--- src/rtl/uart_cmd_slave.sv ---
// uart_cmd_slave: UART command responder for the register bus.
//
// Receives 8-bit frames (start, d0..d7 LSB first, odd parity, stop) on rx.
// Byte 0 carries RW in bit 7 and the register address in bits 6:0. A write
// command is followed by one data byte. Each command becomes a single-cycle
// register-bus access. A read returns the data byte on tx after one idle bit
// period.
//
// Build option: define UART_SLAVE_PARITY_CHECK_EN to reject frames whose
// received parity is wrong. Without it, the parity bit is sampled and ignored.
//
// Ports:
//   clk, rst_n   system clock, asynchronous active-low reset
//   rx           serial input (asynchronous, idle high)
//   tx           serial output (registered, idle high)
//   reg_wr_en    one-cycle write strobe
//   reg_rd_en    one-cycle read strobe
//   reg_addr     access address, held until the next command
//   reg_wdata    write data, valid with reg_wr_en
//   reg_rdata    read data, sampled while reg_rvalid is high
//   reg_rvalid   read data valid
//   frame_err    one-cycle pulse on stop, parity, write-timeout or read-timeout error
//   busy         low only when the decoder waits for a command and the receiver is idle
module uart_cmd_slave #(
   parameter int unsigned CLKS_PER_BIT    = 434,
   parameter int unsigned ADDR_WIDTH      = 7,
   parameter int unsigned DATA_WIDTH      = 8,
   parameter int unsigned WR_TIMEOUT_BITS = 32,
   parameter int unsigned RD_TIMEOUT_CLKS = 16
) (
   input  logic                  clk,
   input  logic                  rst_n,
   input  logic                  rx,
   output logic                  tx,
   output logic                  reg_wr_en,
   output logic                  reg_rd_en,
   output logic [ADDR_WIDTH-1:0] reg_addr,
   output logic [DATA_WIDTH-1:0] reg_wdata,
   input  logic [DATA_WIDTH-1:0] reg_rdata,
   input  logic                  reg_rvalid,
   output logic                  frame_err,
   output logic                  busy
);

   localparam int unsigned Half          = CLKS_PER_BIT / 2;
   localparam int unsigned CntW          = $clog2(CLKS_PER_BIT);
   localparam int unsigned BitW          = $clog2(DATA_WIDTH);
   localparam int unsigned WrTimeoutClks = WR_TIMEOUT_BITS * CLKS_PER_BIT;
   localparam int unsigned TmrMax        = (WrTimeoutClks > RD_TIMEOUT_CLKS) ?
                                           WrTimeoutClks : RD_TIMEOUT_CLKS;
   localparam int unsigned TmrW          = $clog2(TmrMax + 1);

`ifdef UART_SLAVE_PARITY_CHECK_EN
   localparam bit ParityCheck = 1'b1;
`else
   localparam bit ParityCheck = 1'b0;
`endif

   typedef enum logic [2:0] {RxIdle, RxStart, RxData, RxPar, RxStop} rx_state_e;
   typedef enum logic [3:0] {
      CmdWait, WdataWait, Wr, Rd, RdWait, Turn, TxStart, TxData, TxPar, TxStop
   } dec_state_e;

   // ------------------------------------------------------------------ receiver
   logic                  rx_meta_q, rx_sync_q, rx_prev_q;
   rx_state_e             rx_q, rx_d;
   logic [CntW-1:0]       rx_cnt_q, rx_cnt_d;
   logic [BitW-1:0]       rx_bit_q, rx_bit_d;
   logic [DATA_WIDTH-1:0] rx_shift_q, rx_shift_d;
   logic                  rx_par_bad_q, rx_par_bad_d;
   logic                  rx_valid_q, rx_valid_d;
   logic                  rx_perr_q, rx_perr_d;
   logic                  rx_err;
   logic                  rx_sample;

   assign rx_sample = (rx_cnt_q == CntW'(Half));

   always_comb begin
      rx_d         = rx_q;
      rx_cnt_d     = (rx_cnt_q == CntW'(CLKS_PER_BIT - 1)) ? '0 : rx_cnt_q + CntW'(1);
      rx_bit_d     = rx_bit_q;
      rx_shift_d   = rx_shift_q;
      rx_par_bad_d = rx_par_bad_q;
      rx_valid_d   = 1'b0;
      rx_perr_d    = 1'b0;
      rx_err       = 1'b0;
      unique case (rx_q)
         RxIdle: begin
            rx_cnt_d = '0;
            if (rx_prev_q && !rx_sync_q) rx_d = RxStart;
         end
         RxStart: begin
            if (rx_sample) begin
               // A start bit that is already high again at mid-bit was noise.
               if (rx_sync_q) begin
                  rx_d = RxIdle;
               end else begin
                  rx_d     = RxData;
                  rx_bit_d = '0;
               end
            end
         end
         RxData: begin
            if (rx_sample) begin
               rx_shift_d = {rx_sync_q, rx_shift_q[DATA_WIDTH-1:1]};
               if (rx_bit_q == BitW'(DATA_WIDTH - 1)) rx_d = RxPar;
               else rx_bit_d = rx_bit_q + BitW'(1);
            end
         end
         RxPar: begin
            if (rx_sample) begin
               rx_par_bad_d = ParityCheck && (rx_sync_q != ~^rx_shift_q);
               rx_d         = RxStop;
            end
         end
         RxStop: begin
            if (rx_sample) begin
               // Back to idle at mid-stop so the next start edge is not missed.
               rx_d = RxIdle;
               if (!rx_sync_q) begin
                  rx_err = 1'b1;
               end else if (rx_par_bad_q) begin
                  rx_err    = 1'b1;
                  rx_perr_d = 1'b1;
               end else begin
                  rx_valid_d = 1'b1;
               end
            end
         end
         default: rx_d = RxIdle;
      endcase
   end

   always_ff @(posedge clk or negedge rst_n) begin
      if (!rst_n) begin
         rx_meta_q    <= 1'b1;
         rx_sync_q    <= 1'b1;
         rx_prev_q    <= 1'b1;
         rx_q         <= RxIdle;
         rx_cnt_q     <= '0;
         rx_bit_q     <= '0;
         rx_shift_q   <= '0;
         rx_par_bad_q <= 1'b0;
         rx_valid_q   <= 1'b0;
         rx_perr_q    <= 1'b0;
      end else begin
         rx_meta_q    <= rx;
         rx_sync_q    <= rx_meta_q;
         rx_prev_q    <= rx_sync_q;
         rx_q         <= rx_d;
         rx_cnt_q     <= rx_cnt_d;
         rx_bit_q     <= rx_bit_d;
         rx_shift_q   <= rx_shift_d;
         rx_par_bad_q <= rx_par_bad_d;
         rx_valid_q   <= rx_valid_d;
         rx_perr_q    <= rx_perr_d;
      end
   end

   // ------------------------------------------------------- decoder/transmitter
   dec_state_e            dec_q, dec_d;
   logic [TmrW-1:0]       tmr_q, tmr_d;
   logic [BitW-1:0]       tx_bit_q, tx_bit_d;
   logic [ADDR_WIDTH-1:0] addr_q, addr_d;
   logic [DATA_WIDTH-1:0] wdata_q, wdata_d;
   logic [DATA_WIDTH-1:0] rdata_q, rdata_d;
   logic                  tx_q, tx_d;
   logic                  frame_err_q, frame_err_d;
   logic                  dec_err;
   logic                  bit_end;

   assign bit_end = (tmr_q == TmrW'(CLKS_PER_BIT - 1));

   always_comb begin
      dec_d    = dec_q;
      tmr_d    = '0;
      tx_bit_d = tx_bit_q;
      addr_d   = addr_q;
      wdata_d  = wdata_q;
      rdata_d  = rdata_q;
      dec_err  = 1'b0;
      unique case (dec_q)
         CmdWait: begin
            if (rx_valid_q) begin
               addr_d = rx_shift_q[ADDR_WIDTH-1:0];
               dec_d  = rx_shift_q[DATA_WIDTH-1] ? WdataWait : Rd;
            end
         end
         WdataWait: begin
            if (rx_perr_q) begin
               dec_d = CmdWait;
            end else if (rx_valid_q) begin
               wdata_d = rx_shift_q;
               dec_d   = Wr;
            end else if (rx_q != RxIdle) begin
               // Timeout only covers the gap before the data byte starts.
               tmr_d = tmr_q;
            end else if (tmr_q == TmrW'(WrTimeoutClks - 1)) begin
               dec_err = 1'b1;
               dec_d   = CmdWait;
            end else begin
               tmr_d = tmr_q + TmrW'(1);
            end
         end
         Wr: dec_d = CmdWait;
         Rd: begin
            if (reg_rvalid) begin
               rdata_d = reg_rdata;
               dec_d   = Turn;
            end else begin
               tmr_d = TmrW'(1);
               dec_d = RdWait;
            end
         end
         RdWait: begin
            if (reg_rvalid) begin
               rdata_d = reg_rdata;
               dec_d   = Turn;
            end else if (tmr_q == TmrW'(RD_TIMEOUT_CLKS - 1)) begin
               rdata_d = '1;
               dec_err = 1'b1;
               dec_d   = Turn;
            end else begin
               tmr_d = tmr_q + TmrW'(1);
            end
         end
         Turn: begin
            if (bit_end) dec_d = TxStart;
            else tmr_d = tmr_q + TmrW'(1);
         end
         TxStart: begin
            if (bit_end) begin
               dec_d    = TxData;
               tx_bit_d = '0;
            end else begin
               tmr_d = tmr_q + TmrW'(1);
            end
         end
         TxData: begin
            if (bit_end) begin
               if (tx_bit_q == BitW'(DATA_WIDTH - 1)) dec_d = TxPar;
               else tx_bit_d = tx_bit_q + BitW'(1);
            end else begin
               tmr_d = tmr_q + TmrW'(1);
            end
         end
         TxPar: begin
            if (bit_end) dec_d = TxStop;
            else tmr_d = tmr_q + TmrW'(1);
         end
         TxStop: begin
            if (bit_end) dec_d = CmdWait;
            else tmr_d = tmr_q + TmrW'(1);
         end
         default: dec_d = CmdWait;
      endcase

      // tx follows the next state so the line changes in step with the FSM.
      unique case (dec_d)
         TxStart: tx_d = 1'b0;
         TxData:  tx_d = rdata_q[tx_bit_d];
         TxPar:   tx_d = ~^rdata_q;
         default: tx_d = 1'b1;
      endcase

      frame_err_d = rx_err | dec_err;
   end

   always_ff @(posedge clk or negedge rst_n) begin
      if (!rst_n) begin
         dec_q       <= CmdWait;
         tmr_q       <= '0;
         tx_bit_q    <= '0;
         addr_q      <= '0;
         wdata_q     <= '0;
         rdata_q     <= '0;
         tx_q        <= 1'b1;
         frame_err_q <= 1'b0;
      end else begin
         dec_q       <= dec_d;
         tmr_q       <= tmr_d;
         tx_bit_q    <= tx_bit_d;
         addr_q      <= addr_d;
         wdata_q     <= wdata_d;
         rdata_q     <= rdata_d;
         tx_q        <= tx_d;
         frame_err_q <= frame_err_d;
      end
   end

   assign tx        = tx_q;
   assign reg_wr_en = (dec_q == Wr);
   assign reg_rd_en = (dec_q == Rd);
   assign reg_addr  = addr_q;
   assign reg_wdata = wdata_q;
   assign frame_err = frame_err_q;
   assign busy      = (dec_q != CmdWait) || (rx_q != RxIdle);

endmodule

--- config.mk ---
export PLATFORM = sky130hd
export DESIGN_NAME = uart_cmd_slave
export DESIGN_NICKNAME = d
export VERILOG_FILES = /design/src/rtl/uart_cmd_slave.sv
export SDC_FILE = /design/constraint.sdc
export NUM_CORES = 1
export LEC_CHECK = 0
export BUFFER_PORTS_ARGS = -buffer_cell sky130_fd_sc_hd__buf_2
export CELL_PAD_IN_SITES_DETAIL_PLACEMENT = 1
export CELL_PAD_IN_SITES_GLOBAL_PLACEMENT = 2
export CORE_MARGIN = 2
export CORE_UTILIZATION = 38
export DETAILED_ROUTE_END_ITERATION = 8
export PLACE_DENSITY = 0.85
export SETUP_SLACK_MARGIN = 0.3
export SYNTH_ARGS = -nofsm -noshare
export SYNTH_HDL_FRONTEND = slang
export SYNTH_SLANG_ARGS = --single-unit
export TNS_END_PERCENT = 10
--- constraint.sdc ---
create_clock -name clk -period 3.62 [get_ports clk]
set_input_delay 0.362 -clock clk [delete_from_list [all_inputs] [get_ports clk]]
set_output_delay 0.362 -clock clk [all_outputs]
set_load 0.005 [all_outputs]
Word level (Yosys, flattened, before mapping)
Index checks and enable logic that the tools add are counted.

word-level totals
  input port bits = 12
  logic and storage cells = 134
  register bits after elaboration = 73
  output and inout bits = 20

cells by class
  order comparisons = 1
  equality and inequality tests = 34
  mux-type cells = 61
  add/subtract/negate cells = 4
  reductions and logical operators = 17
  bitwise gates (word level) = 1

operators with widths
  operator               count
  $mux 14                6
  $pmux 14 s4            1
  $mux 4                 12
  $mux 3                 13
  $pmux 4 s9             1
  $eq 4x3->1 const B     6
  $mux 8                 3
  $mux 9                 2
  $ne 2x2->1 const B     8
  $pmux 8 s2             1
  $pmux 3 s5             1
  $add 14x1->14 const B  1
  $eq 14x14->1 const B   1
  $eq 14x4->1 const B    1
  $eq 14x9->1 const B    1
  $mux 1                 14
  $eq 4x4->1 const B     3
  $pmux 3 s2             2
  $add 9x1->9 const B    1
  $eq 3x3->1 const B     3
  $eq 9x8->1 const B     1
  $eq 9x9->1 const B     1
  $eq 4x2->1 const B     2
  $reduce_xnor 8->1      1
  other kinds (25)       32

Depth between registers and ports, before layout
  word-level depth = 7
  depth in mapped cells = 11
  gate-level depth less buffers = 10

Least setup slack after synthesis
No wires, ideal clock.

  kind = register to register
  from = register tmr_q[1]
  to = register tx_q (netlist: tx)
  slack = 871 ps
  library setup time = 83 ps
  buffers on the path = 0
  cell stages (with the launch flop) = 10
  period minus slack after synthesis = 2,749 ps
  required time = 3,537 ps
  arrival = 2,666 ps
  path through = dfrtp_1 > inv_1 > ha_1 > or3b_2 > nor4_4 > mux2i_1 > nand2_1 > a2111oi_2 > o41ai_1 > a2bb2o_1

on the way
  elaborated cells between the ends (all ways) = 23
  those cells by class = eq/ne: 6; mux: 17

RTL lines
  item                              line      source
  start: declaration                162       logic [TmrW-1:0] tmr_q, tmr_d;
  start signal: assignment          281       tmr_q <= tmr_d;
  $eq 14x9->1 *                     172       assign bit_end = (tmr_q == TmrW'(CLKS_PER_BIT - 1));
  $mux 3, on equally long branches  240, 232
  $pmux 3 s2 *                      182       unique case (dec_q)
  net tx_bit_d[0]                   163       logic [BitW-1:0] tx_bit_q, tx_bit_d;
  $bmux 1 s3 *                      261       TxData: tx_d = rdata_q[tx_bit_d];
  $mux 1 (not written as such) *    261
  $pmux 1 s3 *                      259       unique case (dec_d)
  net tx_d                          167       logic tx_q, tx_d;
  end signal: assignment            286       tx_q <= tx_d;
  end: declaration                  167

The timed path passes the listed nets; every way through them passes the cells marked *. The select of a mux whose other input is x is not followed.
A chain may end at the register's enable or synchronous reset.

Final worst setup path
Same ends and word-level chain as after synthesis.

==> summary.md <==
| Metric | Value |
|---|---|
| Status | `complete, no violations` |
| Final hold violations | `0` |
| TritonCTS clock tree | `yes` |
| R2R Setup Slk | `0.57 ns` |
| Hold Slack | `0.0984 ns` |
| DIE HEIGHT | `103 um` |
| DIE AREA | `10600 um^2` |
| Initial antenna violation count | `0` |
| Vias in the first global route | `2907` |
| CP Max Fanout | `9` |
| Top FF cell, synth | `dfrtp_1` |
| Startpoint types | `flip-flop` |
| Largest net degree at the start of global routing | `52` |
| Final instance area | `4270 um^2` |
| Static Leak | `1.97 nW` |
| Syn avg cell area | `~10 um^2` |
| FILL cells | `1123` |
| Hold Startpoint | `rx` |
| Max-Cap Viols | `0` |
| CP Buf/Inv Count | `1` |
| PwrDens | `504 nW/um^2` |
| Area occupied by registers | `1830 um^2` |
| Number of flops mapped to enable cells by yosys | `0` |
| Delay-heaviest family, CP | `simple AND/OR/NAND/NOR gates` |
| Period minus WS final | `3.05 ns` |
| # diodes | `0` |
| Cell Area, Synth | `3730 um^2` |
| I/O pin cnt | `32` |
| Worst EP required | `3.90 ns` |
| Layout cells sized above 1 | `around a quarter` |
| First-pass GRT wire length | `roughly 14000 um` |
| Unrepaired setup endpoints after global routing | `false` |
| Worst Hold Class | `input pin to flip-flop` |
| Seq cells post-synth | `73` |
| RR Endpoint | `tx` |
| Gr ovfl total | `0` |
| Post-CTS Resized | `0` |
| PortBufs | `31` |
| DRC viols | `0` |
| Row count | `36` |
| Layout area overhead | `14.4%` |
| R2R depth | `9` |
| Placed cell area | `4030 um^2` |
| Hold endpoint | `rx_meta_q` |
| Clock-pin slew on the worst setup and hold paths | `0.08 ns` |
| Width of the die | `103 um` |
| Part of the cycle the worst path needs | `84.3%` |
| Initial Util | `38.7%` |
| Cells after synthesis | `370` |
| Area of the core | `9640 um^2` |
| Worst-Margin Slew | `0.637 ns` |
| Final slew viol count | `0` |
| DPL Wire Length | `6060 um` |
| Final #Nets | `424` |
| Syn_nets | `389` |
| 1st-pass router iterations | `4` |
| DRT iter0 DRCs | `133` |
| Multi-input gate area | `1810 um^2` |
| Drt wl/cell | `15.5 um` |
| Longest Clk Path Bufs | `2` |
| Worst hold path cell count | `1` |
| Maximum clock frequency | `328 MHz` |
| Kind of critical path | `flip-flop to flip-flop` |
| Max_slew headroom | `57.5%` |
| FFs w/ async S/R, synth | `100%` |
| GRT Total Usage | `17.3%` |
| Worst path max stage delay | `around 0.52 ns` |
| Setup Buffers After CTS | `0` |
| Yosys warns | `0` |
| CP endpoint kind | `flip-flop` |
| Routed Antenna Nets | `0` |
| Clk root buf | `clkbuf_8` |
| Cell variety after synth | `59` |
| Worst skew pair latency | `0.35 ns` |
| Vias | `2866` |
| Reg2Reg Launch Point | `tmr_q[1]` |
| Endpoints failing setup | `0` |
| WP data arrival | `3.33 ns` |
| Via-per-instance ratio | `5.28` |
| Clock Skews | `0.00541 ns` |
| CTS Sinks | `73` |
| Final setup TNS | `0 ns` |
| CTS buffer count | `9` |
| Crit-path cells | `inv_1 -> ha_1 -> or3b_2 -> nor4_4 -> mux2i_1 -> nand2_1 -> a2111oi_2 -> o41ai_1 -> a2bb2o_1` |
| Register area share after synthesis | `49.1%` |
| Peak VDD IR | `0.183 mV` |
| Crit-path slowest cell | `nor4_4` |
| H-tree depth | `3` |
| Final wirelength | `8440 um` |
| Gpl congestion | `0.810` |
cells by family (layout without fill, tap and decap cells):
| family | Yosys count | in the layout | synth area share, % |
|---|---|---|---|
| adders and majority gates | 7 | 7 | 2.35 |
| DFF | 73 | 73 | 49.1 |
| xor gates and xnor gates | 16 | 16 | 3.75 |
| AOI/OAI and AO/OA | 67 | 67 | 11.4 |
| buffers and inverters | 23 | 63 | 2.55 |
| muxes | 29 | 29 | 8.65 |
| and+or+nand+nor | 155 | 155 | 22.2 |
stage by stage:
step,std cells,setup WS [ns],util (%),power (mW)
after detailed placement,526,0.605,41.8,1.44
after floorplan,370,0.871,-,1.30
after global placement,526,0.656,41.8,1.42
after CTS,543,0.580,44.3,2.18
final,543,0.570,44.3,2.15
after global routing,543,0.321,44.3,2.29
layout by cell type (no fill, tap or decap), types with 4 or more instances in the layout:
master    count
dfrtp_1      69
nand2_1      40
nor2_1       33
o21ai_0      31
buf_2        31
mux2_2       26
nand3_1      21
inv_1        10
xor2_1       10
clkbuf_8     10
a21oi_1       7
nand4_1       7
and3_1        7
o31ai_1       7
ha_1          7
nand2b_1      6
nor3_1        6
xnor2_1       6
or4_1         5
buf_4         5
nor4_1        4
dfstp_2       4
layer usage:
layer | routed length [um] | GRT usage (%)
met1 | 4010 | 23.4
met3 | 208 | 3.12
met5 | 0 | 0
met4 | 125 | 5.47
met2 | 4090 | 28.3
worst max path at each step:
stage | end | slack [ns] | cells after the start | from
detailed placement | tx | 0.60 | 9 | tmr_q[1]
finish | tx | 0.57 | 9 | tmr_q[1]
CTS | tx | 0.58 | 9 | tmr_q[1]
global route | tx | 0.32 | 9 | tmr_q[1]
global placement | tx | 0.66 | 9 | tmr_q[1]
floorplan | tx | 0.87 | 9 | tmr_q[1]
Yosys cell counts, types with 3 or more instances:
cell type | instances | share of area [%]
dfrtp_1 | 69 | 46
nand2_1 | 40 | 4.0
nor2_1 | 33 | 3.3
o21ai_0 | 31 | 4.2
mux2_2 | 26 | 7.8
nand3_1 | 21 | 2.8
clkbuf_1 | 10 | 1.0
inv_1 | 10 | 1.0
xor2_1 | 10 | 2.3
a21oi_1 | 7 | 0.94
and3_1 | 7 | 1.2
ha_1 | 7 | 2.3
nand4_1 | 7 | 1.2
o31ai_1 | 7 | 1.4
nand2b_1 | 6 | 1.0
nor3_1 | 6 | 0.80
xnor2_1 | 6 | 1.4
or4_1 | 5 | 1.0
dfstp_2 | 4 | 2.8
nor4_1 | 4 | 0.67
and2_1 | 3 | 0.50
mux2i_1 | 3 | 0.80
o41ai_1 | 3 | 0.70
where the power goes:
group,switching (mW),internal [mW]
logic,0.217,0.155
registers,0.136,0.911
clock network,0.323,0.410
total,0.677,1.48
cell type report:
class	instances	share of cell area [%]
clock inverter	6	2.05
inverter	10	0.879
clock buffer	10	3.22
multi-input combinational	274	42.3
sequential	73	42.9
timing repair buffer	37	4.75
tap	133	3.90
state kept, by name, indices dropped and copies added, names as in the netlist:
name	count
rdata_q	8
rx_sync_q	1
rx_bit_q	3
reg_addr	7
frame_err	1
rx_valid_q	1
rx_cnt_q	9
tmr_q	14
reg_wdata	8
rx_q	3
rx_shift_q	8
tx	1
tx_bit_q	3
rx_meta_q	1
rx_prev_q	1
dec_q	4
timing repair:
action,CTS,global route
endpoints found under the hold margin,21,0
hold buffers,1,0
endpoints found under the setup margin,0,0
worst register-to-register path: cells and delay by family (launching register included):
family	cells	cell delay [ns]
AOI/OAI and AO/OA	3	0.79
and+or+nand+nor	3	1.15
adders and majority gates	1	0.12
muxes	1	0.44
buffers and inverters	1	0.06
DFF	1	0.41
(Power assumes the default switching activity.)
